### src/rtl/axi_lite_cmd_master.sv
// Single-outstanding command/response to AXI-lite master bridge; every output is a flop.
// Define AXIL_TIMEOUT_EN to add a watchdog that aborts a stuck transaction with rsp_resp=2'b11.
module axi_lite_cmd_master #(
    parameter int ADDR_WIDTH     = 4,
    parameter int DATA_WIDTH     = 32,
    parameter int TIMEOUT_CYCLES = 256
) (
    input  logic                    ACLK,
    input  logic                    ARST_N,
    input  logic                    cmd_valid,
    output logic                    cmd_ready,
    input  logic                    cmd_wr,
    input  logic [ADDR_WIDTH-1:0]   cmd_addr,
    input  logic [DATA_WIDTH-1:0]   cmd_wdata,
    input  logic [DATA_WIDTH/8-1:0] cmd_wstrb,
    output logic                    rsp_valid,
    input  logic                    rsp_ready,
    output logic [DATA_WIDTH-1:0]   rsp_rdata,
    output logic [1:0]              rsp_resp,
    output logic [ADDR_WIDTH-1:0]   AW_ADDR,
    output logic                    AW_VALID,
    input  logic                    AW_READY,
    output logic [DATA_WIDTH-1:0]   W_DATA,
    output logic [DATA_WIDTH/8-1:0] W_STRB,
    output logic                    W_VALID,
    input  logic                    W_READY,
    input  logic [1:0]              B_RESP,
    input  logic                    B_VALID,
    output logic                    B_READY,
    output logic [ADDR_WIDTH-1:0]   AR_ADDR,
    output logic                    AR_VALID,
    input  logic                    AR_READY,
    input  logic [DATA_WIDTH-1:0]   R_DATA,
    input  logic [1:0]              R_RESP,
    input  logic                    R_VALID,
    output logic                    R_READY,
    output logic [2:0]              dbg_state_o
);
    localparam int STRB_WIDTH = DATA_WIDTH / 8;

    typedef enum logic [2:0] {
        IDLE    = 3'd0,
        WR_AW_W = 3'd1,
        WR_B    = 3'd2,
        RD_AR   = 3'd3,
        RD_R    = 3'd4,
        RSP     = 3'd5
    } state_e;

    state_e                  state_q, state_d;
    logic                    cmd_ready_q, cmd_ready_d;
    logic [ADDR_WIDTH-1:0]   addr_q, addr_d;
    logic [DATA_WIDTH-1:0]   wdata_q, wdata_d;
    logic [STRB_WIDTH-1:0]   wstrb_q, wstrb_d;
    logic                    aw_valid_q, aw_valid_d;
    logic                    w_valid_q, w_valid_d;
    logic                    b_ready_q, b_ready_d;
    logic                    ar_valid_q, ar_valid_d;
    logic                    r_ready_q, r_ready_d;
    logic                    rsp_valid_q, rsp_valid_d;
    logic [DATA_WIDTH-1:0]   rsp_rdata_q, rsp_rdata_d;
    logic [1:0]              rsp_resp_q, rsp_resp_d;
`ifdef AXIL_TIMEOUT_EN
    localparam int              CNT_W    = $clog2(TIMEOUT_CYCLES);
    localparam logic [CNT_W-1:0] CNT_LAST = CNT_W'(TIMEOUT_CYCLES - 1);
    logic [CNT_W-1:0]        cnt_q, cnt_d;
`endif

    always_ff @(posedge ACLK or negedge ARST_N) begin
        if (!ARST_N) begin
            state_q     <= IDLE;
            cmd_ready_q <= 1'b0;
            addr_q      <= '0;
            wdata_q     <= '0;
            wstrb_q     <= '0;
            aw_valid_q  <= 1'b0;
            w_valid_q   <= 1'b0;
            b_ready_q   <= 1'b0;
            ar_valid_q  <= 1'b0;
            r_ready_q   <= 1'b0;
            rsp_valid_q <= 1'b0;
            rsp_rdata_q <= '0;
            rsp_resp_q  <= '0;
`ifdef AXIL_TIMEOUT_EN
            cnt_q       <= '0;
`endif
        end else begin
            state_q     <= state_d;
            cmd_ready_q <= cmd_ready_d;
            addr_q      <= addr_d;
            wdata_q     <= wdata_d;
            wstrb_q     <= wstrb_d;
            aw_valid_q  <= aw_valid_d;
            w_valid_q   <= w_valid_d;
            b_ready_q   <= b_ready_d;
            ar_valid_q  <= ar_valid_d;
            r_ready_q   <= r_ready_d;
            rsp_valid_q <= rsp_valid_d;
            rsp_rdata_q <= rsp_rdata_d;
            rsp_resp_q  <= rsp_resp_d;
`ifdef AXIL_TIMEOUT_EN
            cnt_q       <= cnt_d;
`endif
        end
    end

    always_comb begin
        state_d     = state_q;
        cmd_ready_d = cmd_ready_q;
        addr_d      = addr_q;
        wdata_d     = wdata_q;
        wstrb_d     = wstrb_q;
        aw_valid_d  = aw_valid_q;
        w_valid_d   = w_valid_q;
        b_ready_d   = b_ready_q;
        ar_valid_d  = ar_valid_q;
        r_ready_d   = r_ready_q;
        rsp_valid_d = rsp_valid_q;
        rsp_rdata_d = rsp_rdata_q;
        rsp_resp_d  = rsp_resp_q;
`ifdef AXIL_TIMEOUT_EN
        cnt_d       = cnt_q;
`endif
        case (state_q)
            IDLE: begin
                cmd_ready_d = 1'b1;
                if (cmd_valid && cmd_ready_q) begin
                    cmd_ready_d = 1'b0;
                    addr_d      = cmd_addr;
                    wdata_d     = cmd_wdata;
                    wstrb_d     = cmd_wstrb;
`ifdef AXIL_TIMEOUT_EN
                    cnt_d       = '0;
`endif
                    if (cmd_wr) begin
                        state_d    = WR_AW_W;
                        aw_valid_d = 1'b1;
                        w_valid_d  = 1'b1;
                    end else begin
                        state_d    = RD_AR;
                        ar_valid_d = 1'b1;
                    end
                end
            end
            WR_AW_W: begin
                // Each channel retires independently; B_READY only rises once both have.
                if (AW_READY) aw_valid_d = 1'b0;
                if (W_READY)  w_valid_d  = 1'b0;
                if ((!aw_valid_q || AW_READY) && (!w_valid_q || W_READY)) begin
                    state_d   = WR_B;
                    b_ready_d = 1'b1;
                end
            end
            WR_B: begin
                if (B_VALID && b_ready_q) begin
                    b_ready_d   = 1'b0;
                    rsp_valid_d = 1'b1;
                    rsp_rdata_d = '0;
                    rsp_resp_d  = B_RESP;
                    state_d     = RSP;
                end
            end
            RD_AR: begin
                if (AR_READY && ar_valid_q) begin
                    ar_valid_d = 1'b0;
                    r_ready_d  = 1'b1;
                    state_d    = RD_R;
                end
            end
            RD_R: begin
                if (R_VALID && r_ready_q) begin
                    r_ready_d   = 1'b0;
                    rsp_valid_d = 1'b1;
                    rsp_rdata_d = R_DATA;
                    rsp_resp_d  = R_RESP;
                    state_d     = RSP;
                end
            end
            RSP: begin
                if (rsp_ready) begin
                    rsp_valid_d = 1'b0;
                    cmd_ready_d = 1'b1;
                    state_d     = IDLE;
                end
            end
            default: state_d = IDLE;
        endcase
`ifdef AXIL_TIMEOUT_EN
        // Watchdog overrides any handshake landing on the final cycle.
        if (state_q inside {WR_AW_W, WR_B, RD_AR, RD_R}) begin
            cnt_d = cnt_q + 1'b1;
            if (cnt_q == CNT_LAST) begin
                aw_valid_d  = 1'b0;
                w_valid_d   = 1'b0;
                b_ready_d   = 1'b0;
                ar_valid_d  = 1'b0;
                r_ready_d   = 1'b0;
                rsp_valid_d = 1'b1;
                rsp_rdata_d = '0;
                rsp_resp_d  = 2'b11;
                state_d     = RSP;
            end
        end
`endif
    end

    assign cmd_ready   = cmd_ready_q;
    assign rsp_valid   = rsp_valid_q;
    assign rsp_rdata   = rsp_rdata_q;
    assign rsp_resp    = rsp_resp_q;
    assign AW_ADDR     = addr_q;
    assign AW_VALID    = aw_valid_q;
    assign W_DATA      = wdata_q;
    assign W_STRB      = wstrb_q;
    assign W_VALID     = w_valid_q;
    assign B_READY     = b_ready_q;
    assign AR_ADDR     = addr_q;
    assign AR_VALID    = ar_valid_q;
    assign R_READY     = r_ready_q;
    assign dbg_state_o = state_q;
endmodule

### config.mk
export PLATFORM = sky130hd
export DESIGN_NAME = axi_lite_cmd_master
export DESIGN_NICKNAME = d
export VERILOG_FILES = /design/src/rtl/axi_lite_cmd_master.sv
export SDC_FILE = /design/constraint.sdc
export NUM_CORES = 1
export LEC_CHECK = 0
export CAP_MARGIN = 20
export CORE_MARGIN = 2
export CORE_UTILIZATION = 43
export CTS_CLUSTER_SIZE = 25
export DETAILED_ROUTE_END_ITERATION = 16
export MAX_ROUTING_LAYER = met4
export PLACE_DENSITY = 0.93
export RECOVER_POWER = 50
export SYNTH_ARGS = -nofsm -noshare
export SYNTH_HDL_FRONTEND = slang
export SYNTH_SLANG_ARGS = --single-unit
### constraint.sdc
create_clock -name ACLK -period 3.28 [get_ports ACLK]
set_clock_uncertainty 0.15 [all_clocks]
set_input_delay 0.656 -clock ACLK [delete_from_list [all_inputs] [get_ports ACLK]]
set_output_delay 0.656 -clock ACLK [all_outputs]
set_load 0.005 [all_outputs]
==> impl_metrics.csv <==
group,metric,value,unit
synthesis,avgSynthCellArea,14.2,µm²
critical_path,r2r_end,"rsp_rdata[1]",
synthesis,synth_top_cell_by_area,"dfrtp_1",
critical_path,cp_num_buf_inv,2,
clocking,clk_pin_slew,80,ps
sta,final-setup-viol-count,0,
pwr,powerDensity,868,mW/mm²
synthesis,synth-main-ff-cell,"dfrtp_1",
synthesis,synth_seq_area_share,0.622,
clocking,cts_tree,"done",
status,status,"finished with violations",
cells_and_area,layout-drive-gt1-share,0.158,
synthesis,synth_area,0.00338,mm²
critical_path,worstPathCellList,"dlygate4sd3_1, and4b_1, o21ai_1, buf_12, a22o_1",
critical_path,endpoint,"rsp_rdata[1]",
synthesis,synth_top_area_share,0.622,
synthesis,yosys-top-cells-count,"84 x dfrtp_1, 40 x mux2_2, 32 x a22o_1, 16 x buf_4, 10 x nand2_1",
die,die-area,0.00859,mm²
cells_and_area,fin_nets,493,
status,violations,"max-capacitance violations, max-slew violations",
synthesis,yosys-top-cells-area,"dfrtp_1 62%, mux2_2 13%, a22o_1 8.3%",
routing,dr.pass1.iters,4,
critical_path,rrSetupSlack,870,ps
critical_path,critPathTopFamily,"compound AO/OA/AOI/OAI gates",
placed_design,hpwl,6250,µm
critical_path,critical_path_arrival,2830,ps
routing,drc,0,
sta,clock.fmax,0.370,GHz
routing,ant_nets,0,
global_routing,grt-ovfl-total,0,
clocking,cts_sinks,84,
cells_and_area,final_cell_area,0.00532,mm²
critical_path,start_kind,"input pin",
pwr,ir_worst_vdd,0.457,mV
sta,rsz0062_at_grt,"no",
synthesis,synth_fp_nets,324,
clocking,cts_setup_buffers,0,
synthesis,synth.distinct_cells,31,
synthesis,synth_edf_count,0,
placed_design,postPlaceCellArea,0.00513,mm²
clocking,hold_buffers,0,
global_routing,grt_pass1_vias,2737,
critical_path,crit_start,"R_VALID",
die,core,0.00769,mm²
cells_and_area,area_growth,57.4,%
synthesis,syn_inst,238,
critical_path,reg2regPathDepth,4,
routing,routedWlPerCell,16.7,µm
sta,min_period,2700,ps
routing,drt_iter0_drc,80,
sta,worst_pin_slew,1690,ps
critical_path,path_max_fanout,23,
synthesis,ys_seq_elements,84,
sta,finalHoldViolations,0,
global_routing,antenna_found_initial,0,
job,drv_cap,1,
clocking,clock_latency,330,ps
global_routing,grt_pass1_wl,13700,µm
critical_path,cp.required,3400,ps
routing,vias,2610,
placed_design,place_congestion,0.825,
die,die_w,92.7,µm
synthesis,yosysWarnings,0,
critical_path,slowest_stage,"o21ai_1",
sta,slew_headroom,-0.123,
pwr,p_leak,2.29,nW
sta,setup_tns,0,ps
hold_path,min_path_type,"flip-flop to flip-flop",
synthesis,synth-async-reset-ratio,1.00,
critical_path,r2r_start,"dbg_state_o[1]",
critical_path,worstSetupPathDepth,5,
global_routing,grt_start_max_net_pins,85,
global_routing,grt_usage,0.210,
critical_path,path_class,"input pin to flip-flop",
placed_design,io_buffers,173,
synthesis,synth.most_common_cell,"dfrtp_1",
clocking,cts_resized,0,
clocking,cts_root_buf,"clkbuf_8",
critical_path,slowest_delay,900,ps
clocking,cts_max_level,3,
clocking,cts_made_buffers,9,
critical_path,end_kind,"flip-flop",
die,die_y,92.7,µm
die,start_util,0.440,
cells_and_area,insertedDiodeCount,0,
die,ioPinCount,174,
clocking,cts_max_path_buffers,2,
routing,via_per_inst,5.08,
sta,slew_viol_final,30,
die,rows,32,
routing,drt-total-wl,8580,µm
sta,fin_crit_sh,0.824,
==> cells by family (layout without fill, tap and decap cells) <==
logic type             after synthesis  after routing  share of synthesized area
AO/OA/AOI/OAI                       55             55                      0.130
buffers and inverters               23            197                     0.0463
flip-flops                          84             84                      0.622
multiplexers                        44             44                      0.146
AND/OR/NAND/NOR                     32             32                     0.0559
==> layer usage <==
layer  vias up  part of all wire  global-route usage
met5         -                 0                   -
met1      1281              0.39               0.238
met2       104              0.53               0.373
li1       1207                 -                   -
met3        18             0.057              0.0399
met4         0             0.022              0.0748
==> worst reg2reg max path, delay by kind of cell (launching register included) <==
kind | cells | cell delay [ps]
AO/OA/AOI/OAI | 2 | 1060
buffers and inverters | 1 | 260
flip-flops | 1 | 620
AND/OR/NAND/NOR | 1 | 250
==> stage by stage <==
stage | worst slack (ps) | std cells | hold slack (ps) | power [W] | utilization
floorplan | 1570 | 238 | 210 | 0.00276 | -
global placement | 822 | 497 | 313 | 0.00396 | 0.668
detailed placement | 787 | 497 | 319 | 0.00406 | 0.668
CTS | 907 | 513 | 338 | 0.00474 | 0.691
global route | 420 | 514 | 366 | 0.00491 | 0.692
finish | 576 | 514 | 327 | 0.00462 | 0.692
==> area by class of cell <==
class                   instances  area [µm²]
well taps                     102         128
multi-input cells             131        1110
fillers                       564        2370
flip-flops and latches         84        2100
clock buffers                  10         128
repair buffers                177        1790
inverters                       4        15.0
clock inverters                 6        48.8
==> cell usage in the layout (no fill, tap or decap) <==
cell type	Yosys	routed
buf_4	16	2
a21bo_2	1	1
clkbuf_8	0	9
mux2_1	2	2
and3_1	2	2
nand3_1	2	2
o21ai_0	8	8
or2b_1	1	1
nand2b_1	2	2
buf_16	0	1
dlygate4sd3_1	0	27
a22oi_1	1	1
nand3b_4	1	1
a22o_1	32	32
inv_6	0	2
and4b_1	2	2
nor3_1	1	1
nor2b_1	3	3
inv_1	4	4
a21oi_1	8	8
and2b_4	1	1
o21ai_1	0	1
mux2i_1	2	2
clkinvlp_4	0	3
a32oi_2	1	1
dfrtp_1	84	84
a211oi_1	2	2
nor2b_2	1	1
nor3b_1	1	1
mux2_2	40	40
o2111ai_2	1	1
clkbuf_1	0	2
buf_12	0	1
clkdlybuf4s50_1	0	145
clkinv_4	0	1
nor2_1	5	5
nand2_1	10	10
==> where the power goes <==
group          switching (W)  internal, W  leakage, nW  total (W)
clock network       0.000377     0.000282       0.0795   0.000659
registers           0.000336      0.00153         1.06    0.00187
logic               0.000664      0.00142         1.15    0.00209
total                0.00138      0.00324         2.29    0.00462
==> state kept, by name, summed over array words and instances (netlist names), 2 cells and up <==
name and flops:
W_DATA 32, rsp_rdata 32, AR_ADDR 4, W_STRB 4
dbg_state_o 3, rsp_resp 2
==> worst min-delay path by stage <==
stage                  startpoint             to  slack, ps  cells past startpoint
detailed placement    rsp_resp[0]    rsp_resp[0]        320                      2
finish                rsp_resp[0]    rsp_resp[0]        330                      2
floorplan                  ARST_N     AR_ADDR[0]        210                      0
global route        rsp_rdata[19]  rsp_rdata[19]        370                      1
global placement      rsp_resp[0]    rsp_resp[0]        310                      2
CTS                   rsp_resp[0]    rsp_resp[0]        340                      2
No activity file was read; power rests on OpenSTA's default activity.
